### src/rtl/reg_write_arbiter_pkg.sv
// reg_write_arbiter_pkg: state encodings, counter width and a small helper
// shared by the register write arbiter and anything that needs to agree with it.
package reg_write_arbiter_pkg;

    localparam logic [1:0] ST_IDLE  = 2'd0;
    localparam logic [1:0] ST_GRANT = 2'd1;
    localparam logic [1:0] ST_LOCK  = 2'd2;

    localparam int GCNT_W = 16;

    // Next requester index after idx, wrapping back to 0 past the last one.
    function automatic int wrap_inc(input int idx, input int n);
        return (idx + 1 >= n) ? 0 : idx + 1;
    endfunction

endpackage

### src/rtl/reg_write_arbiter_rr_priority_picker.sv
// rr_priority_picker: combinational round-robin picker. Scans upward from ptr
// (wrapping) and returns the first requester not masked by exclude, one-hot.
module rr_priority_picker #(
    parameter int N_REQ = 4,
    parameter int PTR_W = 2
) (
    input  logic [N_REQ-1:0] req,
    input  logic [PTR_W-1:0] ptr,
    input  logic [N_REQ-1:0] exclude,
    output logic [N_REQ-1:0] winner,
    output logic             valid
);

    logic [N_REQ-1:0] eligible;

    assign eligible = req & ~exclude;

    // Walk the requesters starting at the pointer and keep only the first eligible one.
    always_comb begin : pick
        int idx;
        winner = '0;
        valid  = 1'b0;
        idx    = 0;
        for (int i = 0; i < N_REQ; i++) begin
            idx = int'(ptr) + i;
            if (idx >= N_REQ) begin
                idx = idx - N_REQ;
            end
            if (!valid && eligible[idx]) begin
                winner[idx] = 1'b1;
                valid       = 1'b1;
            end
        end
    end

endmodule

### src/rtl/reg_write_arbiter.sv
// reg_write_arbiter: round-robin write arbiter for one shared register.
// Grants one requester at a time, optionally as a locked burst of up to
// MAX_HOLD writes, and drives the register's enable and data.
// Optional feature macro: ARB_GRANT_CNT_EN adds the grant_cnt output.
module reg_write_arbiter
    import reg_write_arbiter_pkg::*;
#(
    parameter int N_REQ    = 4,
    parameter int WIDTH    = 8,
    parameter int MAX_HOLD = 4
) (
    input  logic                     clk,
    input  logic                     rst,
    input  logic [N_REQ-1:0]         req,
    input  logic [N_REQ-1:0]         lock,
    input  logic [N_REQ*WIDTH-1:0]   wdata,
    output logic [N_REQ-1:0]         gnt,
    output logic                     reg_e,
    output logic [WIDTH-1:0]         reg_d,
    output logic                     busy
`ifdef ARB_GRANT_CNT_EN
    ,
    output logic [GCNT_W-1:0]        grant_cnt
`endif
);

    localparam int PTR_W  = (N_REQ > 1) ? $clog2(N_REQ) : 1;
    localparam int HOLD_W = $clog2(MAX_HOLD + 1);

    logic [1:0]        state;
    logic [PTR_W-1:0]  ptr;
    logic [HOLD_W-1:0] hold_cnt;

    logic [N_REQ-1:0]  excl;
    logic [N_REQ-1:0]  win_oh;
    logic              win_valid;
    logic              lock_g;
    logic              req_g;
    logic              others_pending;
    logic              burst_go;
    logic [WIDTH-1:0]  next_d;
    int                cur_idx;
    int                win_idx;

    assign reg_e = |gnt;
    assign busy  = (state != ST_IDLE);

    rr_priority_picker #(
        .N_REQ (N_REQ),
        .PTR_W (PTR_W)
    ) u_picker (
        .req     (req),
        .ptr     (ptr),
        .exclude (excl),
        .winner  (win_oh),
        .valid   (win_valid)
    );

    // Index of the requester currently holding the grant.
    always_comb begin
        cur_idx = 0;
        for (int i = 0; i < N_REQ; i++) begin
            if (gnt[i]) begin
                cur_idx = i;
            end
        end
    end

    // Index of the requester the picker chose for a fresh grant.
    always_comb begin
        win_idx = 0;
        for (int i = 0; i < N_REQ; i++) begin
            if (win_oh[i]) begin
                win_idx = i;
            end
        end
    end

    // Decide whether the current owner keeps the grant for another burst write,
    // and keep it out of re-arbitration while someone else is waiting.
    always_comb begin
        lock_g         = |(lock & gnt);
        req_g          = |(req & gnt);
        others_pending = |(req & ~gnt);
        excl           = others_pending ? gnt : '0;
        burst_go       = 1'b0;
        if (lock_g && req_g) begin
            if (state == ST_GRANT) begin
                burst_go = (MAX_HOLD > 1);
            end else if (state == ST_LOCK) begin
                burst_go = (int'(hold_cnt) < MAX_HOLD - 1);
            end
        end
    end

    assign next_d = burst_go ? wdata[cur_idx*WIDTH +: WIDTH] : wdata[win_idx*WIDTH +: WIDTH];

    // FSM, round-robin pointer, burst length and the registered write port.
    always_ff @(posedge clk) begin
        if (rst) begin
            state    <= ST_IDLE;
            gnt      <= '0;
            reg_d    <= '0;
            ptr      <= '0;
            hold_cnt <= '0;
        end else if (burst_go) begin
            state    <= ST_LOCK;
            hold_cnt <= (state == ST_GRANT) ? HOLD_W'(1) : hold_cnt + HOLD_W'(1);
            reg_d    <= next_d;
        end else if (win_valid) begin
            state    <= ST_GRANT;
            gnt      <= win_oh;
            reg_d    <= next_d;
            ptr      <= PTR_W'(wrap_inc(win_idx, N_REQ));
            hold_cnt <= '0;
        end else begin
            state    <= ST_IDLE;
            gnt      <= '0;
            reg_d    <= '0;
            hold_cnt <= '0;
        end
    end

`ifdef ARB_GRANT_CNT_EN
    logic take_grant;

    assign take_grant = !burst_go && win_valid;

    // Count every fresh grant; burst continuation cycles are not new grants.
    always_ff @(posedge clk) begin
        if (rst) begin
            grant_cnt <= '0;
        end else if (take_grant) begin
            grant_cnt <= grant_cnt + GCNT_W'(1);
        end
    end
`endif

endmodule

### config.mk
export PLATFORM = sky130hd
export DESIGN_NAME = reg_write_arbiter
export DESIGN_NICKNAME = d
export VERILOG_FILES = /design/src/rtl/reg_write_arbiter_pkg.sv /design/src/rtl/reg_write_arbiter_rr_priority_picker.sv /design/src/rtl/reg_write_arbiter.sv
export SDC_FILE = /design/constraint.sdc
export NUM_CORES = 1
export LEC_CHECK = 0
export BUFFER_PORTS_ARGS = -buffer_cell sky130_fd_sc_hd__buf_2
export CAP_MARGIN = 20
export CORE_MARGIN = 2
export CORE_UTILIZATION = 45
export CTS_CLUSTER_DIAMETER = 100
export DETAILED_ROUTE_END_ITERATION = 16
export PLACE_DENSITY = 0.81
export SLEW_MARGIN = 15
export SYNTH_ARGS = -nofsm -noshare
export SYNTH_HDL_FRONTEND = slang
export SYNTH_HIERARCHICAL = 1
export SYNTH_SLANG_ARGS = --single-unit
### constraint.sdc
create_clock -name clk -period 5.4 [get_ports clk]
set_input_delay 1.08 -clock clk [delete_from_list [all_inputs] [get_ports clk]]
set_output_delay 1.08 -clock clk [all_outputs]
set_load 0.005 [all_outputs]
Word level (Yosys, flattened, before mapping). Index checks and enable logic that the tools add are counted.

Flip-flop bits (word level): 19. Bits of input ports: 42. Output and inout bits: 14.

$add $sub $neg: 9. $lt $le $gt $ge: 14. Equality and inequality tests: 2. Shift-type cells: 2. Muxes and demuxes: 50. Bitwise operators: 10. Reductions and logical operators: 20.

Operator list (number): 32-bit two-way mux (6); 32-bit by 1-bit greater-or-equal comparator with 1-bit output, second input constant (4); 32-bit by 4-bit greater-or-equal comparator with 1-bit output, second input constant (4); 32-bit by 4-bit < comparator with 1-bit output, second input constant (4); 32-bit by 4-bit subtractor with 32-bit output, second input constant (3); 32-bit by 32-bit variable part select with 8-bit output (2); 29-bit two-way mux (2); 32-bit by 2-bit adder with 32-bit output, second input constant (1); 4-bit two-way mux (6); 8-bit two-way mux (3); 1-bit two-way mux (23); 4-bit bitwise AND (4); 4-bit OR reduction (4); 4-bit OR (3); 1-bit binary-select mux with 2-bit select (4); 1-bit demux with 2-bit select (4); 1-bit logical AND (8); 4-bit NOT (2); 2-bit by 2-bit adder with 3-bit output, second input constant (2); 2-bit two-way mux (2); 2-bit OR reduction (2); 2-bit by 3-bit subtractor with 4-bit output, second input constant (1); 2-bit by 1-bit adder with 3-bit output, second input constant (1); 3-bit by 1-bit adder with 3-bit output, second input constant (1); 9 further kinds (11).

Logic depth before layout (Yosys ltp).
Depth after elaboration: 26. Mapped depth: 17. Gate-level depth less buffers: 14.

Hierarchy. Netlist, hierarchy kept.

Modules (own cells, without submodules): reg_write_arbiter (times used 1, cells an instance 209, area an instance 1596.5 um^2, sequential area each 380.4 um^2); rr_priority_picker (times used 1, cells an instance 62, area an instance 489.2 um^2, sequential area each 0.0 um^2).

Worst setup path before layout. OpenSTA, ideal clock, no wires.

Path type: input to register. Start: input req[0]. End: register reg_d[6]. Library setup time: 0.075 ns. Arrival time: 4.098 ns. Path slack: 1.228 ns. Stages on the path: 14. Buffers on the path: 2. Cells stage by stage: a222oi_1 > o21ai_0 > and2_1 > or2b_1 > mux4_2 > nand3_2 > nand3_1 > a211o_1 > nor2b_1 > clkbuf_1 > nor2_1 > clkbuf_1 > a311oi_1 > o22ai_1.

Word-level cells in the longest chain between the ends: 25.

Ends and longest elaborated chain: from (decl) (RTL line reg_write_arbiter.sv:14) `input logic [N_REQ-1:0] req,`; 4-bit bitwise AND (*) (RTL line reg_write_arbiter.sv:84) `others_pending = |(req & ~gnt);`; 4-bit OR reduction (*) (RTL line reg_write_arbiter.sv:84); 4-bit two-way mux (*) (RTL line reg_write_arbiter.sv:85) `excl = others_pending ? gnt : '0;`; net excl[0] (RTL line reg_write_arbiter.sv:34) `logic [N_REQ-1:0] excl;`; 4-bit NOT (*) (RTL line reg_write_arbiter_rr_priority_picker.sv:16) `assign eligible = req & ~exclude;`; 4-bit bitwise AND (*) (RTL line reg_write_arbiter_rr_priority_picker.sv:16); 1-bit binary-select mux with 2-bit select (RTL line reg_write_arbiter_rr_priority_picker.sv:29) `if (!valid && eligible[idx]) begin`; 1-bit two-way mux (implied by the code) (2 in series) (RTL line reg_write_arbiter_rr_priority_picker.sv:29); (+9 left out); 4-bit two-way mux (*) (RTL line reg_write_arbiter_rr_priority_picker.sv:29); net win_oh[1] (RTL line reg_write_arbiter.sv:35) `logic [N_REQ-1:0] win_oh;`; 1-bit two-way mux (*) (RTL line reg_write_arbiter.sv:73) `if (win_oh[i]) begin`; 32-bit two-way mux (*) (2 in series) (RTL line reg_write_arbiter.sv:73); 32-bit by 32-bit variable part select with 8-bit output (*) (RTL line reg_write_arbiter.sv:96) `assign next_d = burst_go ? wdata[cur_idx*WIDTH +: WIDTH] : wdata[win_idx*WIDTH +: WIDTH];`; 8-bit two-way mux (*) (RTL line reg_write_arbiter.sv:96); 8-bit two-way mux (RTL line reg_write_arbiter.sv:110) `end else if (win_valid) begin`; 8-bit two-way mux (*) (RTL line reg_write_arbiter.sv:106) `end else if (burst_go) begin`; to (signal assigned) (RTL line reg_write_arbiter.sv:109) `reg_d <= next_d;`; to (signal assigned) (RTL line reg_write_arbiter.sv:113) `reg_d <= next_d;`; to (decl) (RTL line reg_write_arbiter.sv:19) `output logic [WIDTH-1:0] reg_d,`.

Mark *: on every way through the listed nets, which the timed path passes. The rest lies on a longest branch. The select of a mux whose other input is x is not followed. A chain may end at the register's enable or synchronous reset.

Final worst setup path.
Start: input req[0]. End: register reg_d[0].

RTL lines (RTL line): 4-bit bitwise AND (*) (reg_write_arbiter.sv:84); 4-bit OR reduction (*) (reg_write_arbiter.sv:84); 4-bit two-way mux (*) (reg_write_arbiter.sv:85); net excl[0] (reg_write_arbiter.sv:34); 4-bit NOT (*) (reg_write_arbiter_rr_priority_picker.sv:16); 4-bit bitwise AND (*) (reg_write_arbiter_rr_priority_picker.sv:16); 1-bit binary-select mux with 2-bit select (reg_write_arbiter_rr_priority_picker.sv:29); 1-bit two-way mux (implied by the code) (2 in series) (reg_write_arbiter_rr_priority_picker.sv:29); (+8 left out); 1-bit logical AND (reg_write_arbiter_rr_priority_picker.sv:29); 4-bit two-way mux (*) (reg_write_arbiter_rr_priority_picker.sv:29); net win_oh[2] (reg_write_arbiter.sv:35); 32-bit two-way mux (*) (2 in series) (reg_write_arbiter.sv:73); 32-bit by 32-bit variable part select with 8-bit output (*) (reg_write_arbiter.sv:96); 8-bit two-way mux (*) (reg_write_arbiter.sv:96); 8-bit two-way mux (reg_write_arbiter.sv:110); 8-bit two-way mux (*) (reg_write_arbiter.sv:106).

Marked as above.

==> flow_metrics.py <==
metrics = {
    "outcome": {
        "status": "finished clean",
    },
    "synth": {
        "async_reset_ff_share_pct": 0,
        "synth_fp_nets": 322,
        "yosysTopAreaCell": "dfxtp_1",
        "synth_compound_area_share_pct": 37.1,
        "syn_inst": 271,
        "muxShareOfSynthArea_pct": 5.16,
        "yosysWarnings": 6,
        "synth-edff-count": 0,
        "syn_area_per_cell_sq_um": 7.70,
        "synthAdderAreaFrac_pct": 5.40,
        "synth_top_family_by_area": "compound AO/OA/AOI/OAI gates",
        "ys_seq_area_share_pct": 18.2,
        "synthFlopType": "dfxtp_1",
        "synth_xor_area_share_pct": 0.420,
        "yosysTopAreaCellShare_pct": 18.2,
        "synth_area_sq_um": 2090,
        "synthSimpleGateAreaFrac_pct": 26.9,
        "ys_seq_elements": 19,
        "synth.area.top_cells": "dfxtp_1, o21ai_0, a311oi_1",
        "synthDistinctLibCells": 54,
    },
    "cells_and_area": {
        "syn2layout_area_growth_pct": 13.9,
        "regArea_sq_um": 380,
        "final_cells": 363,
        "nets": 363,
        "layout-drive-gt1-share_pct": 26.0,
        "layout_commonest_cell": "buf_2",
        "final_util_pct": 53.8,
        "antennaDiodeCount": 0,
        "nFillCells": 407,
        "most-common-layout-cells": "buf_2, o21ai_0, a21oi_1",
        "multi_input_area_sq_um": 1560,
    },
    "sta": {
        "slew-limit-headroom_pct": 33.1,
        "hold_violations": 0,
        "finalCritPeriodShare_pct": 92.9,
        "setup_viol": 0,
        "slew_viol_final": 0,
        "fin_worst_skew_ns": 0.00496,
        "fmaxAchievable_mhz": 199,
        "setup_slack_ns": 0.383,
        "grt_setup_unrepaired": "false",
        "tightest_slew_ns": 1.00,
        "min_period_ns": 5.02,
        "fin_tns_setup_ns": 0,
    },
    "detailed_routing": {
        "drt_iter0_markers": 123,
        "drc": 0,
        "num_vias": 2289,
        "wl_per_cell_microns": 15.9,
        "drtPass1Iterations": 4,
        "drt-vias-per-instance": 6.31,
        "postRouteAntennaNets": 0,
        "wl_microns": 5780,
    },
    "floorplanning": {
        "die_area_sq_um": 5200,
        "initial_utilization_pct": 47.3,
        "core_area_sq_um": 4410,
        "num_rows": 24,
        "ios": 56,
        "die_y_microns": 72.1,
        "chipWidth_microns": 72.1,
    },
    "cts": {
        "cts_setup_buffers": 0,
        "clk_pin_slew_worst_paths_ns": 0.08,
        "clock-sinks": 19,
        "cts_tree": "yes",
        "holdBufCountCts": 0,
        "clock_latency_ns": 0.27,
        "cts_resized": 0,
        "clockBufferDepth": 2,
        "cts_buffers": 3,
        "cts_htree_levels": 1,
        "cts_root_buf": "clkbuf_8",
    },
    "worst_hold_path": {
        "min_path_type": "flip-flop to flip-flop",
        "whs_path_depth": 2,
    },
    "global_route": {
        "grt_antenna_before_repair": 0,
        "grt_pass1_vias": 2101,
        "grt_pass1_wl_microns": 9760,
        "busiest_layer": "met2",
        "grt_usage_pct": 22.6,
        "grt_max_degree": 39,
        "grt.met1_usage_pct": 30.0,
        "met2_usage_pct": 37.2,
        "grtUsageMet3_pct": 3.47,
        "grt-ovfl-total": 0,
    },
    "setup_path": {
        "crit_fanout": 17,
        "cp-start-kind": "primary input",
        "arrival_ns": 5.16,
        "r2r_cells": 14,
        "cp.required_ns": 5.54,
        "crit_type": "primary input to flip-flop",
        "crit_path_end_kind": "flip-flop",
    },
    "place": {
        "numPlacedInstances": 359,
        "place_congestion": 0.807,
        "post-place-ws_ns": 0.224,
        "io_buffers": 55,
        "dp_hpwl_microns": 4040,
    },
    "pwr": {
        "leakage_nw": 0.968,
        "total_power_mw": 1.25,
        "power_density_nw_per_um2": 528,
        "ir_drop_uv": 271,
    },
    "job": {
        "drv_cap": 0,
    },
}
layout make-up:
class	instances	area share (%)
Multi-Input combinational cell	224	65.8
Sequential cell	19	16.0
Timing Repair Buffer	58	12.5
Tap cell	52	2.74
Clock buffer	3	1.74
Inverter	6	0.948
Clock inverter	1	0.211
worst max-delay path, cell delays in order:
cell and delay [ns]:
buf_2 0.12, a222oi_1 0.37, o21ai_0 0.18, and2_1 0.19
or2b_1 0.26, mux4_2 0.57, nand3_1 0.12, nand3_1 0.08
a211o_1 0.29, nor2b_1 0.79, nor2_1 0.30, buf_4 0.28
a311oi_1 0.38, o22ai_1 0.14
report_power, final:
part	internal [mW]	leakage [nW]	switching (mW)
sequential	0.184	0.156	0.0433
clock	0.0515	0.0255	0.0557
combinational	0.374	0.786	0.546
sequential cells by signal, indices dropped and copies added (netlist names):
name and flops:
reg_d 8, ptr 2, state 2, hold_cnt 3, gnt 4
through the flow:
step	hold slack (ns)	instance area, sq um
final	0.529	2370
after global routing	0.564	2370
after CTS	0.530	2370
after detailed placement	0.519	2330
after global placement	0.510	2330
after floorplan	0.494	2090
per-layer routing:
layer  wire length (microns)  vias to the layer above
li1                        -                     1125
met1                    2460                     1055
met2                    2830                       99
met3                     381                       10
met4                     106                        0
met5                       0                        -
cells in the mapped netlist (2+ instances only):
cell type / n
o21ai_0: 35
a21oi_1: 22
dfxtp_1: 19
nand2_1: 18
a311oi_1: 16
a211oi_1: 15
nand3_1: 14
or3b_1: 14
nor2_1: 13
clkbuf_1: 12
ha_1: 9
o22ai_1: 8
nor2b_1: 7
nand2b_1: 6
buf_2: 5
inv_1: 5
a211o_1: 4
buf_6: 4
and2_1: 3
a22oi_1: 2
a22oi_2: 2
mux4_1: 2
mux4_2: 2
nor3_1: 2
nor4_1: 2
or3b_2: 2
final timing paths:
kind / from / end / slack [ns]
hold reg to reg: gnt[0]$_SDFFE_PP0N_ / gnt[0]$_SDFFE_PP0N_ / 0.53
setup / recovery: req[0] / reg_d[0]$_SDFF_PP0_ / 0.38
setup reg to reg: gnt[1]$_SDFFE_PP0N_ / reg_d[0]$_SDFF_PP0_ / 0.81
hold / removal: gnt[0]$_SDFFE_PP0N_ / gnt[0]$_SDFFE_PP0N_ / 0.53
cells by family after synthesis:
kind of cell / count (synthesis)
buffers and inverters: 28
multiplexers: 5
AO/OA/AOI/OAI: 115
XOR/XNOR: 1
AND/OR/NAND/NOR: 94
flip-flops: 19
adder cells (fa/ha/maj): 9
Note: power is estimated with default switching activity, not from simulation.
